==> src/rtl/simple_axi_cmd_queue.sv <==
// Command FIFO and sequencer feeding simple_axi_master: issues one queued command at a time,
// waits for completion, pulses clear, then returns an in-order response.
module simple_axi_cmd_queue #(
  parameter int DEPTH = 4,
  parameter int AW    = 32,
  parameter int DW    = 64
) (
  input  logic                     i_clk,
  input  logic                     i_rst,
  input  logic                     s_cmd_valid,
  output logic                     s_cmd_ready,
  input  logic                     s_cmd_rw,
  input  logic [2:0]               s_cmd_size,
  input  logic [AW-1:0]            s_cmd_addr,
  input  logic [DW-1:0]            s_cmd_wdata,
  output logic                     m_rsp_valid,
  input  logic                     m_rsp_ready,
  output logic                     m_rsp_rw,
  output logic [1:0]               m_rsp_status,
  output logic [DW-1:0]            m_rsp_rdata,
  output logic [$clog2(DEPTH):0]   o_level,
  output logic                     o_busy,
  output logic [2:0]               o_size,
  output logic [AW-1:0]            o_addr,
  output logic [DW-1:0]            o_wdata,
  output logic [1:0]               o_rw,
  output logic                     o_clear,
  input  logic                     i_wait,
  input  logic                     i_done,
  input  logic                     i_error,
  input  logic                     i_invalid,
  input  logic [DW-1:0]            i_rdata
);

  localparam int PW = $clog2(DEPTH);
  localparam int LW = PW + 1;

  typedef struct packed {
    logic          rw;
    logic [2:0]    size;
    logic [AW-1:0] addr;
    logic [DW-1:0] wdata;
  } cmd_t;

  typedef enum logic [2:0] {S_IDLE, S_ISSUE, S_WAIT, S_CLEAR, S_RESP} state_t;

  cmd_t          r_mem [DEPTH];
  logic [PW-1:0] r_wptr, r_rptr;
  logic [LW-1:0] r_level;
  logic          r_cur_rw;
  state_t        r_state, w_next;
  logic          w_push, w_pop, w_issue, w_fire, w_flag;
  cmd_t          w_head;
  logic          w_unused_wait;

  // Master wait is informational only; sequencing keys off the completion flags.
  assign w_unused_wait = i_wait;

  assign s_cmd_ready = !i_rst && (r_level < LW'(DEPTH));
  assign w_push      = s_cmd_valid && s_cmd_ready;
  assign w_head      = r_mem[r_rptr];
  assign w_flag      = i_done || i_error || i_invalid;
  assign o_level     = r_level;
  assign o_busy      = (r_state != S_IDLE);

  always_comb begin
    w_next  = r_state;
    w_issue = 1'b0;
    w_pop   = 1'b0;
    w_fire  = 1'b0;
    case (r_state)
      // Stale flags from the previous command must drop before the next issue.
      S_IDLE:  if (r_level != '0 && !m_rsp_valid && !w_flag) begin
                 w_next  = S_ISSUE;
                 w_issue = 1'b1;
               end
      S_ISSUE: w_next = S_WAIT;
      S_WAIT:  if (w_flag) begin
                 w_next = S_CLEAR;
                 w_pop  = 1'b1;
               end
      S_CLEAR: w_next = S_RESP;
      S_RESP:  if (m_rsp_ready) begin
                 w_next = S_IDLE;
                 w_fire = 1'b1;
               end
      default: w_next = S_IDLE;
    endcase
  end

  always_ff @(posedge i_clk or posedge i_rst) begin
    if (i_rst) r_state <= S_IDLE;
    else       r_state <= w_next;
  end

  always_ff @(posedge i_clk) begin
    if (w_push) r_mem[r_wptr] <= {s_cmd_rw, s_cmd_size, s_cmd_addr, s_cmd_wdata};
  end

  always_ff @(posedge i_clk or posedge i_rst) begin
    if (i_rst) begin
      r_wptr  <= '0;
      r_rptr  <= '0;
      r_level <= '0;
    end else begin
      if (w_push) r_wptr <= r_wptr + 1'b1;
      if (w_pop)  r_rptr <= r_rptr + 1'b1;
      r_level <= r_level + LW'(w_push) - LW'(w_pop);
    end
  end

  always_ff @(posedge i_clk or posedge i_rst) begin
    if (i_rst) begin
      o_rw         <= 2'b00;
      o_addr       <= '0;
      o_size       <= '0;
      o_wdata      <= '0;
      o_clear      <= 1'b0;
      r_cur_rw     <= 1'b0;
      m_rsp_valid  <= 1'b0;
      m_rsp_rw     <= 1'b0;
      m_rsp_status <= 2'b00;
      m_rsp_rdata  <= '0;
    end else begin
      if (w_issue) begin
        o_addr   <= w_head.addr;
        o_size   <= w_head.size;
        o_wdata  <= w_head.wdata;
        o_rw     <= w_head.rw ? 2'b10 : 2'b01;
        r_cur_rw <= w_head.rw;
      end
      if (w_pop) begin
        o_rw         <= 2'b00;
        o_clear      <= 1'b1;
        m_rsp_rw     <= r_cur_rw;
        m_rsp_status <= i_invalid ? 2'b10 : (i_error ? 2'b01 : 2'b00);
        m_rsp_rdata  <= r_cur_rw ? '0 : i_rdata;
      end
      if (r_state == S_CLEAR) begin
        o_clear     <= 1'b0;
        m_rsp_valid <= 1'b1;
      end
      if (w_fire) m_rsp_valid <= 1'b0;
    end
  end

endmodule

==> config.mk <==
export PLATFORM = sky130hd
export DESIGN_NAME = simple_axi_cmd_queue
export DESIGN_NICKNAME = d
export VERILOG_FILES = /design/src/rtl/simple_axi_cmd_queue.sv
export SDC_FILE = /design/constraint.sdc
export NUM_CORES = 1
export LEC_CHECK = 0
export CORE_MARGIN = 2
export CORE_UTILIZATION = 55
export CTS_CLUSTER_SIZE = 16
export DETAILED_ROUTE_END_ITERATION = 6
export GPL_ROUTABILITY_DRIVEN = 0
export PLACE_DENSITY = 0.81
export SKIP_CTS_REPAIR_TIMING = 1
export SLEW_MARGIN = 20
export SYNTH_ARGS = -nofsm -noshare
export SYNTH_HDL_FRONTEND = slang
export SYNTH_SLANG_ARGS = --single-unit
export TNS_END_PERCENT = 5
==> constraint.sdc <==
create_clock -name i_clk -period 16.3 [get_ports i_clk]
set_input_delay 3.26 -clock i_clk [delete_from_list [all_inputs] [get_ports i_clk]]
set_output_delay 3.26 -clock i_clk [all_outputs]
set_load 0.01 [all_outputs]
==> results of run 1 <==
layout by cell type (no fill, tap or decap), drive strengths merged, types with 3 or more instances in the layout:
master,netlist,final
edfxtp,400,400
clkdlybuf4s50,0,345
dfrtp,181,181
mux2,136,136
mux4,100,100
clkbuf,26,77
nor2b,36,36
a21boi,29,29
a31o,29,29
clkinv,0,17
buf,29,13
inv,7,10
bufinv,0,9
xnor2,7,7
diode,0,5
nor2,5,5
ha,5,5
and3,4,4
nand2,3,3
cells by family (layout without fill, tap and decap cells):
group	Yosys count	after routing	share of synthesized area, %
flip-flops	581	581	76.2
multiplexers	236	236	17.4
AO/OA/AOI/OAI	67	67	2.47
buffers and inverters	62	471	1.51
AND/OR/NAND/NOR	61	61	1.79
XOR/XNOR	7	7	0.282
adder cells (fa/ha/maj)	6	6	0.380
other	0	5	0
power by group through the flow:
stage               combinational, mW  clock [mW]  sequential [mW]
floorplan                       0.733           0             2.10
detailed placement               1.44           0             2.07
finish                           1.43        1.33             2.04
global route                     1.53        1.41             2.07
global placement                 1.41           0             2.05
CTS                              1.45        1.36             2.04
area by class of cell:
class | count | area, sq um | share of cell area, %
inverters | 7 | 33.8 | 0.123
multi-input cells | 377 | 4880 | 17.7
diodes | 5 | 12.5 | 0.0454
clock inverters | 29 | 373 | 1.35
flip-flops and latches | 581 | 16500 | 60.0
clock buffers | 77 | 1530 | 5.55
well taps | 518 | 648 | 2.35
repair buffers | 358 | 3550 | 12.9
critical path: stages:
cell	delay [ns]
clkdlybuf4s50_1	0.51
nor2_1	0.38
clkdlybuf4s50_1	0.69
stage by stage:
step	setup WS, ns	power [mW]	cells
floorplan	8.12	2.84	1020
global placement	8.21	3.46	1841
detailed placement	8.22	3.51	1841
CTS	8.21	4.85	1947
global route	8.13	5.01	1950
finish	8.19	4.79	1952
worst max path at each step:
stage,startpoint,to,slack [ns]
6_report,i_rst,s_cmd_ready,8.19
3_5_place_dp,i_rst,s_cmd_ready,8.22
4_1_cts,i_rst,s_cmd_ready,8.21
2_1_floorplan,i_rst,m_rsp_rdata[0],8.12
3_3_place_gp,i_rst,s_cmd_ready,8.21
5_1_grt,i_rst,s_cmd_ready,8.13
state kept, by name, summed over array words and instances, names as in the netlist:
| name | cells |
|---|---|
| m_rsp_rdata | 64 |
| m_rsp_rw | 1 |
| m_rsp_status | 2 |
| m_rsp_valid | 1 |
| o_addr | 32 |
| o_clear | 1 |
| o_level | 3 |
| o_rw | 2 |
| o_size | 3 |
| o_wdata | 64 |
| r_cur_rw | 1 |
| r_mem | 400 |
| r_rptr | 2 |
| r_state | 3 |
| r_wptr | 2 |
routing by layer:
layer  part of all wire [%]  global-route usage [%]  routed length [microns]  up-vias
met4                    3.2                    8.39                     1430        0
met1                     38                    27.5                    17400     5652
li1                       -                       -                        -     4797
met2                     50                    37.8                    22900      390
met3                    8.2                    6.81                     3740       85
met5                      0                       0                        0        -
==> metrics.md, run 1 <==
| Metric | Value |
|---|---|
| Root Driver | `clkbuf_16` |
| Hold path start | `o_wdata[20]` |
| Final period util | `49.7%` |
| I/O pin total | `347` |
| Antenna-violating nets left | `0` |
| Gate power share | `slightly below 30%` |
| DP HPWL | `27100 microns` |
| First-pass GRT wire length | `68900 microns` |
| Ratio of cells with drive above 1 in the final layout | `between 20% and 30%` |
| Syn_nets | `1198` |
| Setup crit start kind | `primary input` |
| Die area | `0.0411 sq mm` |
| Fmax | `123 MHz` |
| Worst hold stages | `1` |
| Largest net degree at the start of global routing | `123` |
| WHS Endpoint | `o_wdata[20]` |
| #FFs+latches synth | `581` |
| Layout net count | `1559` |
| Most common cell in the netlist | `edfxtp_1` |
| Antenna violations before repair | `4` |
| Crit. End Element | `primary output` |
| # DRC | `0` |
| Primary FF master, synth | `edfxtp_1` |
| Vias in the first global route | `11757` |
| Initial Util | `55.9%` |
| Fillers | `between 2000 and 2500` |
| Sum Neg Setup Slack | `0 ns` |
| Sw frac | `between 20% and 30%` |
| First drt pass iteration count | `5` |
| Critical Path AT | `4.85 ns` |
| RR Endpoint | `o_wdata[47]` |
| Detailed-route vias per instance | `5.60` |
| Initial detailed-routing violation count | `601` |
| Clk_lat worst skew | `0.59 ns` |
| Clock power frac | `approximately 28%` |
| Tightest Pin Transition | `1.02 ns` |
| Max rail drop VDD | `~0.12 mV` |
| Top cells by area, synth | `edfxtp_1 55%, dfrtp_1 21%, mux4_2 10%` |
| Crit-path max FO | `6` |
| Final setup vio count | `0` |
| Most frequent cells after synthesis | `400 x edfxtp_1, 181 x dfrtp_1, 100 x mux4_2` |
| CTS clk-pin slew, worst paths | `~0.060 ns` |
| Hold violation total from the final report | `0` |
| Sequential share of the synthesized area | `76.2%` |
| Max transition margin | `32.2%` |
| Reg2reg setup slack | `12.93 ns` |
| Reg2reg start | `r_rptr[0]` |
| Most area-hungry cell type in the Yosys netlist | `edfxtp_1` |
| CTS Sinks | `581` |
| Internal power | `3.48 mW` |
| DRT Wirelength | `45400 microns` |
| Core area | `0.0388 sq mm` |
| LEAKAGE | `9.85 nW` |
| Design area | `0.0276 sq mm` |
| WL/cell | `roughly 23 microns` |
| Clock skew | `0.0138 ns` |
| Post-layout util | `71.0%` |
| Count of pins over their slew limit | `0` |
| Port Buffers | `~350` |
| Max_cap viols | `0` |
| CTS Buf Count | `56` |
| Flop pwr share | `42.5%` |
| # rows | `72` |
| Final global-route overflow total | `0` |
| Synthesized area | `~0.022 sq mm` |
| Pwr Density | `approximately 170 mW/mm^2` |
| Number of flops mapped to enable cells by yosys | `400` |
| Count of cell types in the netlist | `39` |
| Die X-Extent | `around 200 microns` |
| RSZ-0062 raised after global routing | `false` |
| Worst-case clock buffer depth | `3` |
| Post-synth top area share | `approximately 55%` |
| H-tree levels | `2` |
| Chip height | `between 200 and 250 microns` |
| Post-Synthesis Cells | `1020` |
| Post-synthesis async set-or-reset flop share | `31.2%` |
| HP Class | `reg -> reg` |
| Worst Path Required | `13.04 ns` |
| FF-to-FF path depth | `4` |
| Outcome | `finished, final reports clean` |
| Area grow syn2layout | `27.0%` |
| Final min period | `8.11 ns` |
| Hold Worst Slack | `0.482 ns` |
| Total global-route track usage | `between 20 and 25%` |
| Via count | `10924` |
| P_sw | `approximately 1.3 mW` |
| CTS tree | `built` |
| DP Area | `0.0257 sq mm` |
| Yosys warnings | `0` |
| Setup CP Type | `in -> out` |
| Post-synthesis average cell area | `21.3 sq um` |
No activity file was read; power rests on OpenSTA's default activity.
==> run 2: changes to the inputs <==
--- a/config.mk
+++ b/config.mk
@@ -6,11 +6,11 @@
 export NUM_CORES = 1
 export LEC_CHECK = 0
 export CORE_MARGIN = 2
-export CORE_UTILIZATION = 55
+export CORE_UTILIZATION = 53
 export CTS_CLUSTER_SIZE = 16
 export DETAILED_ROUTE_END_ITERATION = 6
 export GPL_ROUTABILITY_DRIVEN = 0
-export PLACE_DENSITY = 0.81
+export PLACE_DENSITY = 0.78
 export SKIP_CTS_REPAIR_TIMING = 1
 export SLEW_MARGIN = 20
 export SYNTH_ARGS = -nofsm -noshare
==> constraint.sdc (replaced) <==
create_clock -name i_clk -period 7.6 [get_ports i_clk]
set_input_delay 1.52 -clock i_clk [delete_from_list [all_inputs] [get_ports i_clk]]
set_output_delay 1.52 -clock i_clk [all_outputs]
set_load 0.01 [all_outputs]
==> metrics.md, run 2 (same netlist as run 1, synthesis figures left out) <==
| Metric | Value |
|---|---|
| Core area | `0.0406 sq mm` |
| CTS tree | `built` |
| Largest net degree at the start of global routing | `129` |
| Clk_lat worst skew | `0.60 ns` |
| Design Power | `roughly 10 mW` |
| Via count | `approximately 11000` |
| Sum Neg Setup Slack | `0 ns` |
| Outcome | `finished, final reports clean` |
| DP Worst Slack | `2.89 ns` |
| LEAKAGE | `9.86 nW` |
| Initial detailed-routing violation count | `635` |
| Wl on met1 | `17400 microns` |
| Antenna violations before repair | `5` |
| Vias in the first global route | `11624` |
| Die area | `0.0426 sq mm` |
| Total global-route track usage | `between 20% and 30%` |
| DP HPWL | `27200 microns` |
| Crit-path max FO | `6` |
| Layout net count | `between 1500 and 2000` |
| Die X-Extent | `~210 microns` |
| H-tree levels | `2` |
| Top Registers | `r_mem x400, m_rsp_rdata x64, o_wdata x64` |
| Final setup vio count | `0` |
| First-pass GRT wire length | `around 68000 microns` |
| Commonest non-fill, non-tap cell in the layout | `edfxtp_1` |
| HP Class | `reg -> reg` |
| Critical Path AT | `3.08 ns` |
| Ratio of cells with drive above 1 in the final layout | `20.7%` |
| Clock skew | `between 0.02 and 0.025 ns` |
| Largest register FFs | `400` |
| Root Driver | `clkbuf_16` |
| Fillers | `2632` |
| Crit path largest cell delay | `0.65 ns` |
| DRT Wirelength | `45800 microns` |
| Area grow syn2layout | `27.0%` |
| WL/cell | `approximately 23 microns` |
| CTS clk-pin slew, worst paths | `0.06 ns` |
| Setup CP Type | `in -> out` |
| Worst-case clock buffer depth | `3` |
| Worst Path Required | `6.08 ns` |
| CP max stage cell | `clkdlybuf4s50_1` |
| DR WL met2 | `23600 microns` |
| Count of pins over their slew limit | `0` |
| Antenna-violating nets left | `0` |
| CP cell instances | `clkdlybuf4s50_1, nor2_1, clkdlybuf4s50_1` |
| Max layer used | `met5` |
| Final min period | `~4.6 ns` |
| Max rail drop VDD | `about 0.24 mV` |
| Max_cap viols | `0` |
| RSZ-0062 raised after global routing | `false` |
| Port Buffers | `345` |
| I/O pin total | `between 300 and 400` |
| # DRC | `0` |
| Detailed-route vias per instance | `5.55` |
| Hold violation total from the final report | `0` |
| Max transition margin | `28.8%` |
| Final global-route overflow total | `0` |
| Setup crit start kind | `primary input` |
| Final period util | `about three fifths` |
| Initial Util | `53.4%` |
| Crit. End Element | `primary output` |
| Chip height | `206 microns` |
| Most frequent cells in the layout | `400 x edfxtp_1, 345 x clkdlybuf4s50_1, 179 x dfrtp_1` |
| Largest Register | `r_mem` |
| CTS Sinks | `581` |
| Tightest Pin Transition | `1.07 ns` |
| WL met3 | `3620 microns` |
| First drt pass iteration count | `4` |
| Fmax | `217 MHz` |
| CTS Buf Count | `55` |
| Final setup margin | `3.00 ns` |
| Crit-path most repeated cell | `clkdlybuf4s50_1` |
| # rows | `74` |
| Pwr Density | `371 mW/mm^2` |
run 2: cell types whose count changed in the layout (fill, tap and decap cells not counted), sizes merged:
cell,change
buf,+1
bufinv,-1
clkbuf,-2
clkinv,+2
diode,-3
inv,-2
run 2: worst paths after layout:
path                                  from               to  slack, ns  cells after the start
hold reg to reg            m_rsp_rdata[33]  m_rsp_rdata[33]       0.48                      1
setup reg to reg                o_level[2]     r_mem[1][36]       4.75                      3
min in group asynchronous            i_rst       o_level[2]       1.56                      2
hold / removal             m_rsp_rdata[33]  m_rsp_rdata[33]       0.48                      1
max in group asynchronous            i_rst       o_addr[29]       4.64                      3
setup / recovery                     i_rst      s_cmd_ready       3.00                      3
run 2: per-stage QoR:
step	hold WS, ns	util [%]	area [sq um]	std cells
6_report	0.483	67.8	27600	1961
5_1_grt	0.492	67.8	27600	1961
4_1_cts	0.487	67.8	27600	1959
3_5_place_dp	0.474	63.2	25700	1856
3_3_place_gp	0.466	63.2	25700	1856
2_1_floorplan	0.491	-	21700	1020
run 2: routing by layer:
layer,vias to the layer above,GRT usage (%)
met2,357,37.4
met1,5680,26.1
met3,63,5.74
met4,4,7.07
met5,-,0
li1,4783,-
run 2: layout make-up:
type / instances / area (sq um) / share of cell area (%)
sequential: 581 / 16500 / 60.0
multi-input combinational: 377 / 4880 / 17.7
timing repair buffer: 359 / 3560 / 12.9
clock buffer: 75 / 1530 / 5.56
tap: 532 / 666 / 2.41
clock inverter: 28 / 353 / 1.28
inverter: 7 / 33.8 / 0.123
antenna: 2 / 5.00 / 0.0181
run 2: power breakdown:
part           leakage, nW  internal (mW)  total, mW  switching [mW]
Sequential            5.86           4.01       4.40           0.388
Combinational         3.06           1.73       3.01            1.28
Clock                0.932           1.68       2.82            1.14
Total                 9.86           7.43       10.2            2.81
run 2: worst max-delay path, delay by kind of cell:
family                 cells  cell delay (ns)
AND/OR/NAND/NOR            1             0.39
buffers and inverters      2             1.16
